[src/rtl/hog_norm_sched.sv]
// Cell scheduler between the HOG histogram stage and the block normalizer: paces cell issue,
// tracks cell position and checks the per-frame feature count. Define HOG_NORM_SCHED_STALL_CNT_EN for stall_cnt.
module hog_norm_sched #(
   parameter int unsigned BIN_W    = 20,
   parameter int unsigned CELL_NUM = 1200,
   parameter int unsigned LINE     = 40,
   parameter int unsigned GAP      = 80,
   parameter int unsigned DRAIN    = 80
) (
   input  logic                 clk,
   input  logic                 rst,
   input  logic [9*BIN_W-1:0]   s_bin,
   input  logic                 s_valid,
   output logic                 s_ready,
   output logic [9*BIN_W-1:0]   m_bin,
   output logic                 m_valid,
   input  logic                 fea_valid,
   output logic [5:0]           cell_x,
   output logic [4:0]           cell_y,
   output logic [15:0]          fea_cnt,
   output logic                 frame_done,
   output logic                 fea_err,
`ifdef HOG_NORM_SCHED_STALL_CNT_EN
   output logic [15:0]          stall_cnt,
`endif
   output logic                 busy
);

   localparam int unsigned CNT_W  = $clog2(CELL_NUM + 1);
   localparam int unsigned TMAX   = (GAP > DRAIN) ? GAP : DRAIN;
   localparam int unsigned TMR_W  = $clog2(TMAX + 1);
   localparam logic [15:0] FEA_EXP = 16'((LINE - 1) * (CELL_NUM / LINE - 1) * 36);

   typedef enum logic [1:0] {
      ST_IDLE,
      ST_ACCEPT,
      ST_GAP_WAIT,
      ST_DRAIN
   } state_t;

   state_t             state;
   logic [CNT_W-1:0]   cell_cnt;
   logic [5:0]         col;
   logic [4:0]         row;
   logic [TMR_W-1:0]   tmr;
   logic [15:0]        fea_nxt;

   assign s_ready = (state == ST_IDLE) || (state == ST_ACCEPT);
   assign busy    = (state != ST_IDLE);

   always_comb begin
      fea_nxt = fea_cnt;
      if (fea_valid && (fea_cnt != 16'hFFFF))
         fea_nxt = fea_cnt + 16'd1;
   end

   always_ff @(posedge clk) begin
      if (!rst) begin
         state      <= ST_IDLE;
         m_valid    <= 1'b0;
         frame_done <= 1'b0;
         fea_err    <= 1'b0;
         fea_cnt    <= '0;
         cell_x     <= '0;
         cell_y     <= '0;
         m_bin      <= '0;
         cell_cnt   <= '0;
         col        <= '0;
         row        <= '0;
         tmr        <= '0;
      end else begin
         m_valid    <= 1'b0;
         frame_done <= 1'b0;
         fea_cnt    <= frame_done ? '0 : fea_nxt;
         case (state)
            ST_IDLE, ST_ACCEPT: begin
               if (s_valid) begin
                  m_bin   <= s_bin;
                  m_valid <= 1'b1;
                  cell_x  <= col;
                  cell_y  <= row;
                  if (cell_cnt == CNT_W'(CELL_NUM - 1)) begin
                     state <= ST_DRAIN;
                     tmr   <= TMR_W'(DRAIN - 1);
                  end else begin
                     state    <= ST_GAP_WAIT;
                     tmr      <= TMR_W'(GAP - 2);
                     cell_cnt <= cell_cnt + CNT_W'(1);
                     if (col == 6'(LINE - 1)) begin
                        col <= '0;
                        row <= row + 5'd1;
                     end else begin
                        col <= col + 6'd1;
                     end
                  end
               end
            end
            ST_GAP_WAIT: begin
               if (tmr == '0) state <= ST_ACCEPT;
               else           tmr   <= tmr - TMR_W'(1);
            end
            ST_DRAIN: begin
               if (tmr == '0) begin
                  state      <= ST_IDLE;
                  frame_done <= 1'b1;
                  // Position cleared at drain exit so a handshake in the frame_done cycle starts at cell 0.
                  cell_cnt   <= '0;
                  col        <= '0;
                  row        <= '0;
                  if (fea_nxt != FEA_EXP) fea_err <= 1'b1;
               end else begin
                  tmr <= tmr - TMR_W'(1);
               end
            end
            default: state <= ST_IDLE;
         endcase
      end
   end

`ifdef HOG_NORM_SCHED_STALL_CNT_EN
   always_ff @(posedge clk) begin
      if (!rst || frame_done)
         stall_cnt <= '0;
      else if (s_valid && !s_ready && (stall_cnt != 16'hFFFF))
         stall_cnt <= stall_cnt + 16'd1;
   end
`endif

endmodule

[config.mk]
export PLATFORM = sky130hd
export DESIGN_NAME = hog_norm_sched
export DESIGN_NICKNAME = d
export VERILOG_FILES = /design/src/rtl/hog_norm_sched.sv
export SDC_FILE = /design/constraint.sdc
export NUM_CORES = 1
export LEC_CHECK = 0
export ABC_AREA = 1
export CORE_MARGIN = 2
export CORE_UTILIZATION = 40
export CTS_CLUSTER_SIZE = 30
export DETAILED_ROUTE_END_ITERATION = 16
export GPL_TIMING_DRIVEN = 0
export MAX_ROUTING_LAYER = met4
export PLACE_DENSITY = 0.79
export SYNTH_ARGS = -nofsm -noshare
export SYNTH_HDL_FRONTEND = slang
export SYNTH_SLANG_ARGS = --single-unit
[constraint.sdc]
create_clock -name clk -period 2.1 [get_ports clk]
set_clock_uncertainty 0.05 [all_clocks]
set_input_delay 0.63 -clock clk [delete_from_list [all_inputs] [get_ports clk]]
set_output_delay 0.63 -clock clk [all_outputs]
set_load 0.1 [all_outputs]
**Word-level counts from Yosys, hierarchy flattened**

Index checks and enable logic that the tools add are counted.

- Word-level logic and storage cells: 74
- Register bits: 241
- Output and inout bits: 212

- Add/subtract/negate cells: 5
- Muxes and demuxes: 26
- Eq/ne operators: 13
- Bitwise logic cells: 1
- Reduce and logical (&&, ||, !) cells: 17

Operators by type and width:

| cell | number |
|---|---|
| $mux 11 | 3 |
| $ne 16x16->1 const B | 2 |
| $mux 6 | 4 |
| $pmux 11 s2 | 1 |
| $mux 5 | 4 |
| $add 16x1->16 const B | 1 |
| $mux 16 | 1 |
| $mux 7 | 2 |
| $pmux 7 s2 | 1 |
| $ne 2x2->1 const B | 6 |
| $pmux 6 s2 | 1 |
| $add 11x1->11 const B | 1 |
| $eq 11x11->1 const B | 1 |
| $pmux 5 s2 | 1 |
| $reduce_and 2->1 | 4 |
| $logic_not 7->1 | 1 |
| $sub 7x1->7 const B | 1 |
| $add 6x1->6 const B | 1 |
| $eq 6x6->1 const B | 1 |
| $mux 2 | 3 |
| $pmux 2 s3 | 1 |
| $reduce_and 3->1 | 2 |
| $reduce_or 2->1 | 3 |
| $add 5x1->5 const B | 1 |
| 10 further kinds | 15 |

**Longest topological paths before layout**

- Depth after elaboration: 5
- Depth in mapped cells: 15
- Gate-level depth less buffers: 15

**Least setup slack after synthesis**

Ideal clock, no wire load.

- Path kind: reg2reg
- Start: register fea_cnt[0]
- End: register fea_err
- Required time: 1.935 ns
- Data arrival time: 2.462 ns
- Library setup time: 0.115 ns
- Path slack: -0.527 ns
- Clock period less this slack: 2.627 ns
- Stages on the path, launching flop included: 16
- Path through: dfxtp_1 -> ha_1 -> nand2_1 -> nor2_1 -> nand2_2 -> nor2_1 -> nor2_1 -> buf_6 -> nand2_1 -> nand2_1 -> nor2_1 -> nand2_1 -> nor2_1 -> nand2_1 -> nand2_1 -> nand2_1

- Longest elaborated chain between the ends: 5

Ends and longest elaborated chain:

| what | line | RTL |
|---|---|---|
| from (decl) | 20 | `output logic [15:0] fea_cnt,` |
| from (signal assigned) | 74 | `fea_cnt <= frame_done ? '0 : fea_nxt;` |
| parallel branches: the longest is 2 deep, another holds $add 16x1->16 | - |  |
| $mux 16 * | 53 | `if (fea_valid && (fea_cnt != 16'hFFFF))` |
| $ne 16x16->1 * | 110 | `if (fea_nxt != FEA_EXP) fea_err <= 1'b1;` |
| $reduce_and 3->1 (no source line) * | - |  |
| to (signal assigned) | 62 | `fea_err <= 1'b0;` |
| to (signal assigned) | 110 |  |
| to (decl) | 22 | `output logic fea_err,` |

Mark *: on every way between the ends.
A chain may end at the register's enable or synchronous reset.

**Final worst setup path**

- Start: register m_bin[31]
- End: output m_bin[31]

RTL lines:

| what | line | RTL |
|---|---|---|
| from (decl) | 15 | `output logic [9*BIN_W-1:0] m_bin,` |
| from (signal assigned) | 78 | `m_bin <= s_bin;` |

No word-level cell between the ends.

==> impl_metrics.py <==
metrics = {
    "timing": {
        "slew_viol_final": 0,
        "worst_slew_pin_slew_ns": 0.784,
        "hold_viol": 0,
        "post-route-min-period_ns": 2.05,
        "rsz0062_at_grt": "yes",
        "finalCritPeriodShare_pct": 97.7,
        "setup_viol": 0,
        "slew_headroom_pct": 47.8,
        "clock.fmax_mhz": 487,
    },
    "placed_design": {
        "dp.cells": 1916,
        "dp_hpwl_microns": 25500,
        "gp_congestion": 0.892,
        "portBuffers": 395,
        "placed_area_sq_um": 13600,
    },
    "clocking": {
        "cts.sinks": 241,
        "path_clk_slew_ns": 0.06,
        "h-tree-depth": 1,
        "cts_buffer_depth": 3,
        "cts_tree": "done",
        "numCtsBuffers": 27,
        "clk_latency_ns": 0.54,
        "cts_root_buffer": "clkbuf_16",
    },
    "status": {
        "outcome": "finished, final reports clean",
    },
    "yosys": {
        "ys_async_sr_fraction_pct": 0,
        "synth.area.top_cells": "dfxtp_1 52%, nand2_1 19%, nand3_1 12%, nor2_1 2.1%, clkbuf_1 1.7%",
        "synthDominantCellAreaShare_pct": 52.0,
        "synth_seq_area_share_pct": 52.0,
        "synth_edf_count": 0,
        "synth_seq_cells": 241,
        "synth_ff_type": "dfxtp_1",
        "yosysWarnings": 0,
        "avgSynthCellArea_sq_um": 7.51,
        "syn-num-nets": 1426,
        "synth_common_cells": "482 x nand2_1, 241 x dfxtp_1, 215 x nand3_1, 53 x nor2_1",
        "syn_inst": 1236,
        "yosysUniqueCellTypes": 44,
        "yosysMostFrequentCell": "nand2_1",
        "netlist_area_sq_um": 9280,
        "synth_top_cell_by_area": "dfxtp_1",
    },
    "power_and_ir_drop": {
        "power.leakage_nw": 6.70,
        "pwr_density_cell_nw_per_um2": 992,
        "total_power_mw": 13.5,
        "ir_drop_mv": 0.787,
    },
    "critical_path": {
        "crit_path_start": "m_bin[31]",
        "path_cells": "buf_2",
        "worstReg2RegStart": "fea_cnt[0]",
        "critPathTopFamily": "buffers and inverters",
        "end_kind": "primary output",
        "critPathBufInv": 1,
        "cp.arrival_ns": 1.37,
        "reg2reg_to": "fea_err",
        "critPathMaxFanout": 2,
        "criticalPathCategory": "reg -> out",
        "start_kind": "flop",
        "cp_slowest_stage_delay_ns": 0.45,
        "cp.depth": 1,
        "crit_end": "m_bin[31]",
        "cp_slowest_cell": "buf_2",
        "reg2reg_setup_slack_ns": 0.17,
        "worstPathRequired_ns": 1.42,
        "reg2reg_depth": 15,
    },
    "global_routing": {
        "grt_overflow": 0,
        "grt_usage_pct": 27.0,
        "first_global_vias": 9490,
        "grt_pass1_wl_microns": 50500,
        "grt_max_degree": 14,
        "antenna_found_initial": 5,
    },
    "routing": {
        "num_vias": 9850,
        "via_per_inst": 5.00,
        "routedWlPerCell_microns": 17.1,
        "dr.pass1.iters": 6,
        "ant_nets": 0,
        "drc": 0,
        "drtIter0Drc": 548,
        "routed_wl_microns": 33700,
    },
    "flow_run": {
        "timing.max_cap.violations": 0,
    },
    "die": {
        "ios": 396,
        "fp.dieH_microns": 156,
        "core_sq_um": 22700,
        "die_area_sq_um": 24400,
        "initial_utilization_pct": 40.9,
        "fp-row-count": 55,
        "chipWidth_microns": 156,
    },
    "final_layout": {
        "syn_to_final_growth_pct": 46.2,
        "stdcell_area_sq_um": 13600,
        "fin_nets": 1850,
        "postLayoutCoreUtil_pct": 59.8,
        "final_cells": 1971,
        "n_fill_cell": 2069,
        "layout-drive-gt1-share_pct": 20.5,
    },
    "hold_path": {
        "hold_class": "reg -> reg",
    },
}
cells in the final DEF (no fill, tap or decap), types with 6 or more instances in the layout:
master,synthesis,layout
nand2_1,482,481
dfxtp_1,241,224
buf_2,18,222
nand3_1,215,215
clkdlybuf4s50_1,0,183
nor2_1,53,51
inv_1,43,43
clkbuf_1,43,34
clkbuf_16,0,27
a21oi_1,26,26
o21ai_0,20,20
dfxtp_2,0,15
clkbuf_2,0,14
nand4_1,12,12
nor3_1,11,10
nand2_2,7,8
xor2_1,7,7
clkbuf_8,0,7
nor2_2,5,6
stage by stage:
stage | worst slack [ns] | TNS, ns | hold slack, ns
CTS | 0.000163 | 0 | 0.397
global placement | -0.917 | -143.62 | 0.383
detailed placement | -0.919 | -147.05 | 0.391
global route | -0.0129 | -0.0129 | 0.432
floorplan | 0.0658 | 0 | 0.400
finish | 0.0477 | 0 | 0.390
how the worst min path moves through the flow:
stage,start,endpoint,cells after the start
after floorplan,row[3],cell_y[3],2
after global placement,fea_err,fea_err,2
after detailed placement,fea_err,fea_err,2
after CTS,fea_err,fea_err,2
after global routing,m_bin[37],m_bin[37],2
final,fea_err,fea_err,2
registers in the layout, indices dropped and copies added (netlist names):
name,count
row,5
cell_y,5
cell_x,6
fea_err,1
fea_cnt,16
col,6
m_valid,1
cell_cnt,11
tmr,7
m_bin,180
frame_done,1
state,2
metal layers:
metal | global-route usage [%] | share of wire (%)
met1 | 29.9 | 39
met2 | 46.2 | 48
met3 | 6.73 | 8.6
met4 | 11.7 | 4.5
met5 | - | 0
report_power, final:
group          internal (mW)  switching [mW]  total [mW]
clock network           2.98            1.92        4.90
registers               4.88           0.186        5.06
logic                  0.756            2.75        3.50
timing repair:
item,in CTS,in global routing
gates cloned,0,0
pin swaps,0,1
resized for setup,1056,44
endpoints found under the setup margin,342,143
setup buffers,0,0
hold buffers,0,0
cell families after synthesis:
kind of cell,Yosys count,synth area share (%)
simple gates,800,37.0
flops,241,52.0
buf+inv,117,5.24
compound gates,62,3.99
xor+xnor,10,0.943
fa+ha+maj,6,0.809
layout make-up:
type	count	area [sq um]	share of cell area, %
Sequential cell	241	4850	35.7
Multi-Input combinational cell	878	4000	29.5
Tap cell	285	357	2.63
Inverter	48	183	1.35
Timing Repair Buffer	395	2910	21.4
Clock inverter	12	146	1.08
Buffer	69	327	2.41
Antenna cell	5	12.5	0.0922
Clock buffer	38	787	5.80
worst register-to-register path, stage by stage (launching register included):
cell and delay, ns:
dfxtp_4 0.40, ha_4 0.16, nand2_1 0.06, nor2_2 0.12, nand2_2 0.11, nor2_1 0.12
nor2_1 0.07, buf_6 0.15, nand2_2 0.06, nand2_1 0.06, nor2_1 0.13, nand2_1 0.08
nor2_1 0.10, nand2_1 0.06, nand2_1 0.05, nand2_1 0.04
(Power assumes the default switching activity.)
